### src/rtl/gomoku_pkg.sv
// Shared types and constants for the gomoku keypad scanner.
package gomoku_pkg;

  localparam int KEY_W = 4;

  typedef enum logic [1:0] {
    ST_IDLE       = 2'd0,
    ST_PRESS_DB   = 2'd1,
    ST_HELD       = 2'd2,
    ST_RELEASE_DB = 2'd3
  } kb_state_e;

  // Active-low one-hot column drive, indexed by column number.
  localparam logic [3:0][3:0] COL_DRIVE = {4'b1110, 4'b1101, 4'b1011, 4'b0111};

  typedef struct packed {
    logic             single;
    logic [KEY_W-1:0] code;
  } kb_frame_t;

endpackage

### src/rtl/gomoku_kb_frame_decode.sv
// Reduces one 4x4 scan frame to a single key code, or NONE when zero or several keys are down.
module gomoku_kb_frame_decode
  import gomoku_pkg::*;
(
  input  logic [3:0][3:0] frame_rows,  // [col][row bit], active-low, row 0 = bit 3
  output kb_frame_t       res
);

  logic [4:0]       n_low;
  logic [KEY_W-1:0] code;

  always_comb begin
    n_low = '0;
    code  = '0;
    for (int c = 0; c < 4; c++) begin
      for (int r = 0; r < 4; r++) begin
        if (!frame_rows[c][3-r]) begin
          n_low = n_low + 5'd1;
          code  = KEY_W'(r * 4 + c);
        end
      end
    end
    res.single = (n_low == 5'd1);
    res.code   = code;
  end

endmodule

### src/rtl/gomoku_keypad_scan.sv
// 4x4 keypad scanner with frame-level debounce and board coordinate latching.
module gomoku_keypad_scan
  import gomoku_pkg::*;
#(
  parameter int DEBOUNCE_FRAMES = 4
) (
  input  logic             clk,
  input  logic             rst_n,
  input  logic             scan_tick,
  input  logic [3:0]       keyboard_row,
  input  logic             pos_clear,
  output logic [3:0]       keyboard_col,
  output logic             key_valid,
  output logic [KEY_W-1:0] key_code,
  output logic             key_held,
  output logic [2:0]       pos_x,
  output logic [2:0]       pos_y,
  output logic             pos_x_set,
  output logic             pos_y_set,
  output logic             pos_ready
);

  logic [1:0]       col_q;
  logic [2:0][3:0]  row_q;
  kb_state_e        state_q, state_d;
  logic [3:0]       cnt_q, cnt_d, cnt_inc;
  logic [KEY_W-1:0] cand_q, cand_d, code_d;
  logic             kv_d;
  logic             frame_close, hit_cand, hit_key, db_done;
  kb_frame_t        fr;

  assign keyboard_col = COL_DRIVE[col_q];
  assign frame_close  = scan_tick && (col_q == 2'd3);

  // Column 3 is decoded straight from the pins on the closing tick.
  gomoku_kb_frame_decode u_dec (
    .frame_rows ({keyboard_row, row_q[2], row_q[1], row_q[0]}),
    .res        (fr)
  );

  always_ff @(posedge clk or negedge rst_n) begin
    if (!rst_n) begin
      col_q <= 2'd0;
      row_q <= '1;
    end else if (scan_tick) begin
      if (col_q != 2'd3) row_q[col_q] <= keyboard_row;
      col_q <= col_q + 2'd1;
    end
  end

  assign hit_cand = fr.single && (fr.code == cand_q);
  assign hit_key  = fr.single && (fr.code == key_code);
  assign cnt_inc  = (cnt_q == 4'd15) ? 4'd15 : cnt_q + 4'd1;
  assign db_done  = (cnt_inc >= 4'(DEBOUNCE_FRAMES));

  always_comb begin
    state_d = state_q;
    cnt_d   = cnt_q;
    cand_d  = cand_q;
    code_d  = key_code;
    kv_d    = 1'b0;
    if (frame_close) begin
      unique case (state_q)
        ST_IDLE: begin
          if (fr.single) begin
            state_d = ST_PRESS_DB;
            cand_d  = fr.code;
            cnt_d   = 4'd1;
          end
        end
        ST_PRESS_DB: begin
          if (hit_cand) begin
            cnt_d = cnt_inc;
            if (db_done) begin
              state_d = ST_HELD;
              code_d  = cand_q;
              kv_d    = 1'b1;
            end
          end else begin
            state_d = ST_IDLE;
            cnt_d   = 4'd0;
          end
        end
        ST_HELD: begin
          if (!hit_key) begin
            state_d = ST_RELEASE_DB;
            cnt_d   = 4'd1;
          end
        end
        ST_RELEASE_DB: begin
          if (hit_key) begin
            state_d = ST_HELD;
          end else begin
            cnt_d = cnt_inc;
            if (db_done) begin
              state_d = ST_IDLE;
              cnt_d   = 4'd0;
            end
          end
        end
        default: begin
          state_d = ST_IDLE;
          cnt_d   = 4'd0;
        end
      endcase
    end
  end

  always_ff @(posedge clk or negedge rst_n) begin
    if (!rst_n) begin
      state_q   <= ST_IDLE;
      cnt_q     <= 4'd0;
      cand_q    <= '0;
      key_code  <= '0;
      key_valid <= 1'b0;
    end else begin
      state_q   <= state_d;
      cnt_q     <= cnt_d;
      cand_q    <= cand_d;
      key_code  <= code_d;
      key_valid <= kv_d;
    end
  end

  assign key_held = (state_q == ST_HELD) || (state_q == ST_RELEASE_DB);

  // A clear in the same cycle as key_valid still lets the new key set its flag.
  always_ff @(posedge clk or negedge rst_n) begin
    if (!rst_n) begin
      pos_x     <= 3'd0;
      pos_y     <= 3'd0;
      pos_x_set <= 1'b0;
      pos_y_set <= 1'b0;
    end else begin
      if (key_valid && key_code[3])  pos_x <= key_code[2:0];
      if (key_valid && !key_code[3]) pos_y <= key_code[2:0];
      pos_x_set <= (pos_x_set && !pos_clear) || (key_valid && key_code[3]);
      pos_y_set <= (pos_y_set && !pos_clear) || (key_valid && !key_code[3]);
    end
  end

  assign pos_ready = pos_x_set && pos_y_set;

endmodule

### config.mk
export PLATFORM = sky130hd
export DESIGN_NAME = gomoku_keypad_scan
export DESIGN_NICKNAME = d
export VERILOG_FILES = /design/src/rtl/gomoku_pkg.sv /design/src/rtl/gomoku_kb_frame_decode.sv /design/src/rtl/gomoku_keypad_scan.sv
export SDC_FILE = /design/constraint.sdc
export NUM_CORES = 1
export LEC_CHECK = 0
export ABC_AREA = 1
export CAP_MARGIN = 10
export CORE_MARGIN = 1
export CORE_UTILIZATION = 35
export DETAILED_ROUTE_END_ITERATION = 8
export PLACE_DENSITY = 0.63
export SKIP_LAST_GASP = 1
export SYNTH_ARGS = -nofsm -noshare
export SYNTH_HDL_FRONTEND = slang
export SYNTH_HIERARCHICAL = 1
export SYNTH_SLANG_ARGS = --single-unit
### constraint.sdc
create_clock -name clk -period 14.6 [get_ports clk]
set_input_delay 2.92 -clock clk [delete_from_list [all_inputs] [get_ports clk]]
set_output_delay 2.92 -clock clk [all_outputs]
set_load 0.005 [all_outputs]
# [Word-level counts from Yosys, hierarchy flattened]
# Cells that the tools add are included.
# Widths: inputs -> output; s select.
[classes] n_mux=54 addsub=17 eq_ne=14 n_reduce_logical=20 magnitude_cmp=3
[ops] cell="$mux 4" n=22
[ops] cell="$mux 5" n=15
[ops] cell="$add 5x1->5 const B" n=14
[ops] cell="$pmux 4 s4" n=1
[ops] cell="$bwmux 12" n=1
[ops] cell="$mux 2" n=6
[ops] cell="$logic_and 1x1->1" n=9
[ops] cell="$bmux 4 s2" n=1
[ops] cell="$demux 4 s2" n=1
[ops] cell="$eq 4x4->1" n=2
[ops] cell="$ne 2x2->1 const B" n=4
[ops] cell="$pmux 2 s4" n=1
[ops] cell="$reduce_and 4->1" n=2
[ops] cell="$eq 2x2->1 const B" n=3
[ops] cell="$ne 3x3->1 const B" n=2
[ops] cell="$eq 5x1->1 const B" n=1
[ops] cell="$mux 1" n=5
[ops] cell="$reduce_and 5->1" n=1
[ops] cell="$add 4x1->4 const B" n=1
[ops] cell="$eq 4x4->1 const B" n=1
[ops] cell="$ge 4x3->1 const B" n=1
[ops] cell="$logic_or 1x1->1" n=3
[ops] cell="$lt 2x3->1 const B" n=1
[ops] cell="$mux 3" n=1
[ops] cell="8 further kinds" n=9
[totals] register_bits=37 in_bits=8 word_cells=121 out_inout_bits=19

# [Logic depth before layout (Yosys ltp)]
[logic_depth] depth_word=36 mapped_depth=64 mapped_depth_nobuf=64

# [Modules after synthesis]
# Netlist, hierarchy kept.
[by_module_without_submodules] mod="gomoku_keypad_scan" cells_each=232 instances=1 seq_area_each_um2=940.9 area_each_um2=1898.1
[by_module_without_submodules] mod="gomoku_kb_frame_decode" cells_each=355 instances=1 seq_area_each_um2=0.0 area_each_um2=1873.0

# [Worst setup path after synthesis]
# Ideal clock, no wire load.
[synth_path] kind="reg2reg" start="register row_q[2] in the netlist's numbering" end="register key_code[0]" required_ps=14479 arrival_time_ps=8754 setup_ps=121 path_slack_ps=5726 path_buffers=0 stages_incl_launch_ff=60 path_cell_list="dfstp_2 -> inv_1 -> ha_1 -> nand2_1 -> nand2_2 -> ha_1 -> nand2_1 -> nand2_1 -> ha_1 -> or2_2 -> nand2_1 -> inv_1 -> ha_1 -> nand2_1 -> nand2_1 -> ha_1 -> nand2_1 -> nand2_1 -> [24 not listed] -> nand2_1 -> inv_1 -> ha_1 -> nand2_1 -> o21ai_0 -> ha_1 -> nor2_1 -> nand2_1 -> nand2_1 -> nand4_1 -> a21oi_2 -> nand3_1 -> nor2_1 -> nand3_2 -> clkinv_2 -> nand3_4 -> nand2_1 -> o21ai_1"
[synth_rtl] element="start: declaration" line="gomoku_keypad_scan.sv:24" text="logic [2:0][3:0] row_q;"
[synth_rtl] element="start signal: indexed assignment" line="gomoku_keypad_scan.sv:46" text="if (col_q != 2'd3) row_q[col_q] <= keyboard_row;"
[synth_rtl] element="end signal: assignment" line="gomoku_keypad_scan.sv:120" text="key_code <= code_d;"
[synth_rtl] element="end: declaration" line="gomoku_keypad_scan.sv:14" text="output logic [KEY_W-1:0] key_code,"

==> flow_summary.toml <==
[status]
status = "completed"

[synth]
synth_area_um2 = 3770
synth_area_leaders = "dfrtp_1 (17%), nand2_1 (16%), inv_1 (10%)"
synth_top_family_by_area = "simple AND/OR/NAND/NOR gates"
synth-xor-area-share_pct = 0.464
synth_top_area_share_pct = 16.6
synth_mux_area_share_pct = 0
yosys_warnings = 6
synthTopCellsByCount = "nand2_1 (162), inv_1 (105), nand3_1 (46), nor2_1 (46), nand2_2 (44)"
synthMostInstantiatedCell = "nand2_1"
synth-seq-cells = 37
synthCells = 587
syn-mean-instance-area_um2 = 6.42
synth_top_area_cell = "dfrtp_1"
synth_fa_ha_area_share_pct = 7.96
syn_nets = 619
synth-simple-area-share_pct = 46.5
ys_seq_area_share_pct = 25.0
synth_edf_count = 0
ys_types = 31
synth_compound_area_share_pct = 7.60
synthFlopType = "dfrtp_1"
synthArstFlopShare_pct = 100

[clocking]
cts-hold-fix-buffers = 0
ctsResizeCount = 0
clk_path_buf_depth = 2
clock_latency_ps = 290
cts_tree = "yes"
postCtsSetupRepairBufs = 0
cts_buffers = 5
clock-sinks = 37
cts-htree-levels = 2
clk_pin_slew_ps = 70
cts_root_buffer = "clkbuf_8"

[floorplan]
design.core.area_um2 = 10400
pin_count = 27
fp.dieH_um = 106
die_area_um2 = 11200
fp.dieW_um = 106
rows = 37
initial_core_util_pct = 36.4

[grt]
grt_overflow = 0
grt_pass1_vias = 3317
grt_max_degree = 38
grt_pass1_wl_mm = 13.8
antenna_found_initial = 0
grt_usage_pct = 14.5

[timing]
tightest_slew_ps = 786
hold_viol = 0
finalCritPeriodShare_pct = 65.3
tns_ps = 0
fin_worst_skew_ps = 1.78
fmax_ghz = 0.105
relSlewSlack_pct = 47.6
finalSetupViolCount = 0
min_period_ps = 9540
slew_violations = 0
rsz0062_at_grt = "no"

[routing]
drc = 0
drtPass1Iterations = 5
totalWireLength_mm = 7.57
vias = 3465
initialDrtViolationCount = 133
wl_per_cell_um = 10.0
vias_per_cell = 4.59
ant_nets = 0

[setup_path]
crit_arrival_ps = 9720
crit_required_ps = 14780
crit_fanout = 7
crit_top_cell = "nand2_1"
crit_path_end_kind = "register"
critPathLaunchType = "register"
slowest_delay_ps = 560
worst-setup-path-type = "register to register"
crit_slowest_cell = "dfstp_2"

[cells_and_area]
drive_above_1_share_pct = 20.4
area_growth_pct = 13.3
antenna-diode-count = 0
nNetsFinal = 650
final_area_um2 = 4270
instances_no_fill = 755

[hold_path]
hold_class = "register to register"

[placement]
dp_hpwl_mm = 6.17
placedCellCount = 747
place_congestion = 0.840
place_area_um2 = 4190
port_buffers = 26

[job]
max-cap-violations = 0
## sequential cells by signal, indices dropped and copies added (netlist names)
| name | flops |
|---|---|
| row_q | 12 |
| cand_q | 4 |
| cnt_q | 4 |
| key_code | 4 |
| pos_x | 3 |
| pos_y | 3 |
| col_q | 2 |
| state_q | 2 |
| key_valid | 1 |
| pos_x_set | 1 |
| pos_y_set | 1 |
## per-stage QoR
stage	hold WS (ps)	setup WS [ps]	util [%]
global placement	465	5400	40.4
finish	496	5060	41.2
CTS	506	5060	41.2
global route	536	4230	41.2
detailed placement	484	5120	40.4
floorplan	469	5730	-
## kinds of logic (layout without fill, tap and decap cells)
family | count (synthesis) | in the layout
compound gates | 52 | 52
xor+xnor | 2 | 2
fa+ha+maj | 24 | 24
buf+inv | 124 | 156
flops | 37 | 37
simple gates | 348 | 348
## metal layers
metal / track usage [%] / vias to the layer above / wire (um)
li1: - / 1874 / -
met1: 18.5 / 1540 / 3740
met2: 26.0 / 45 / 3510
met3: 1.98 / 6 / 257
met4: 3.17 / 0 / 64
met5: 0 / - / 0
## cell usage in the layout (no fill, tap or decap)
cell type / instances
nand2_1: 162
inv_1: 105
nor2_1: 46
nand3_1: 46
nand2_2: 44
o21ai_0: 33
dfrtp_1: 25
clkdlybuf4s50_1: 25
ha_1: 24
nand3_2: 22
inv_2: 15
dfstp_2: 12
or2_2: 8
nand4_1: 7
a21oi_1: 6
o21ai_1: 5
clkbuf_8: 5
nand3_4: 4
clkinv_2: 3
o21ai_2: 3
nand2_4: 3
nand3b_1: 3
a21oi_2: 2
nor2_4: 2
xnor2_1: 1
inv_4: 1
xor2_1: 1
clkinvlp_4: 1
buf_2: 1
nor4_1: 1
o31ai_1: 1
o311ai_0: 1
a31oi_1: 1
## path summary, 6_finish.rpt
| check | slack, ps | cells after the start | endpoint | startpoint |
|---|---|---|---|---|
| worst min-delay path | 500 | 2 | pos_y[0]$_DFFE_PN0P_ | pos_y[0]$_DFFE_PN0P_ |
| worst max register to register | 5060 | 59 | key_code[0]$_DFFE_PN0P_ | row_q[2]$_DFFE_PN1P_ |
| max in group asynchronous | 11400 | 1 | cand_q[3]$_DFFE_PN0P_ | rst_n |
| min in group asynchronous | 2700 | 1 | cnt_q[3]$_DFFE_PN0P_ | rst_n |
| worst min register to register | 500 | 2 | pos_y[0]$_DFFE_PN0P_ | pos_y[0]$_DFFE_PN0P_ |
| worst max-delay path | 5060 | 59 | key_code[0]$_DFFE_PN0P_ | row_q[2]$_DFFE_PN1P_ |
## worst max-delay path: cells and delay by family (launching register included)
kind / cells / cell delay [ps]
adders and majority gates: 14 / 3840
and+or+nand+nor: 34 / 4200
AOI/OAI and AO/OA: 3 / 370
DFF: 1 / 560
buffers and inverters: 8 / 460
## cell type report
type | instances | area, um^2
sequential | 37 | 941
tap | 136 | 170
fill | 1116 | 6100
multi-input combinational | 426 | 2360
clock buffer | 5 | 68.8
inverter | 122 | 462
clock inverter | 3 | 17.5
timing repair buffer | 26 | 255
Power is not shown: default switching activity piles up to over one toggle a cycle in this logic, so the estimate is an artifact.
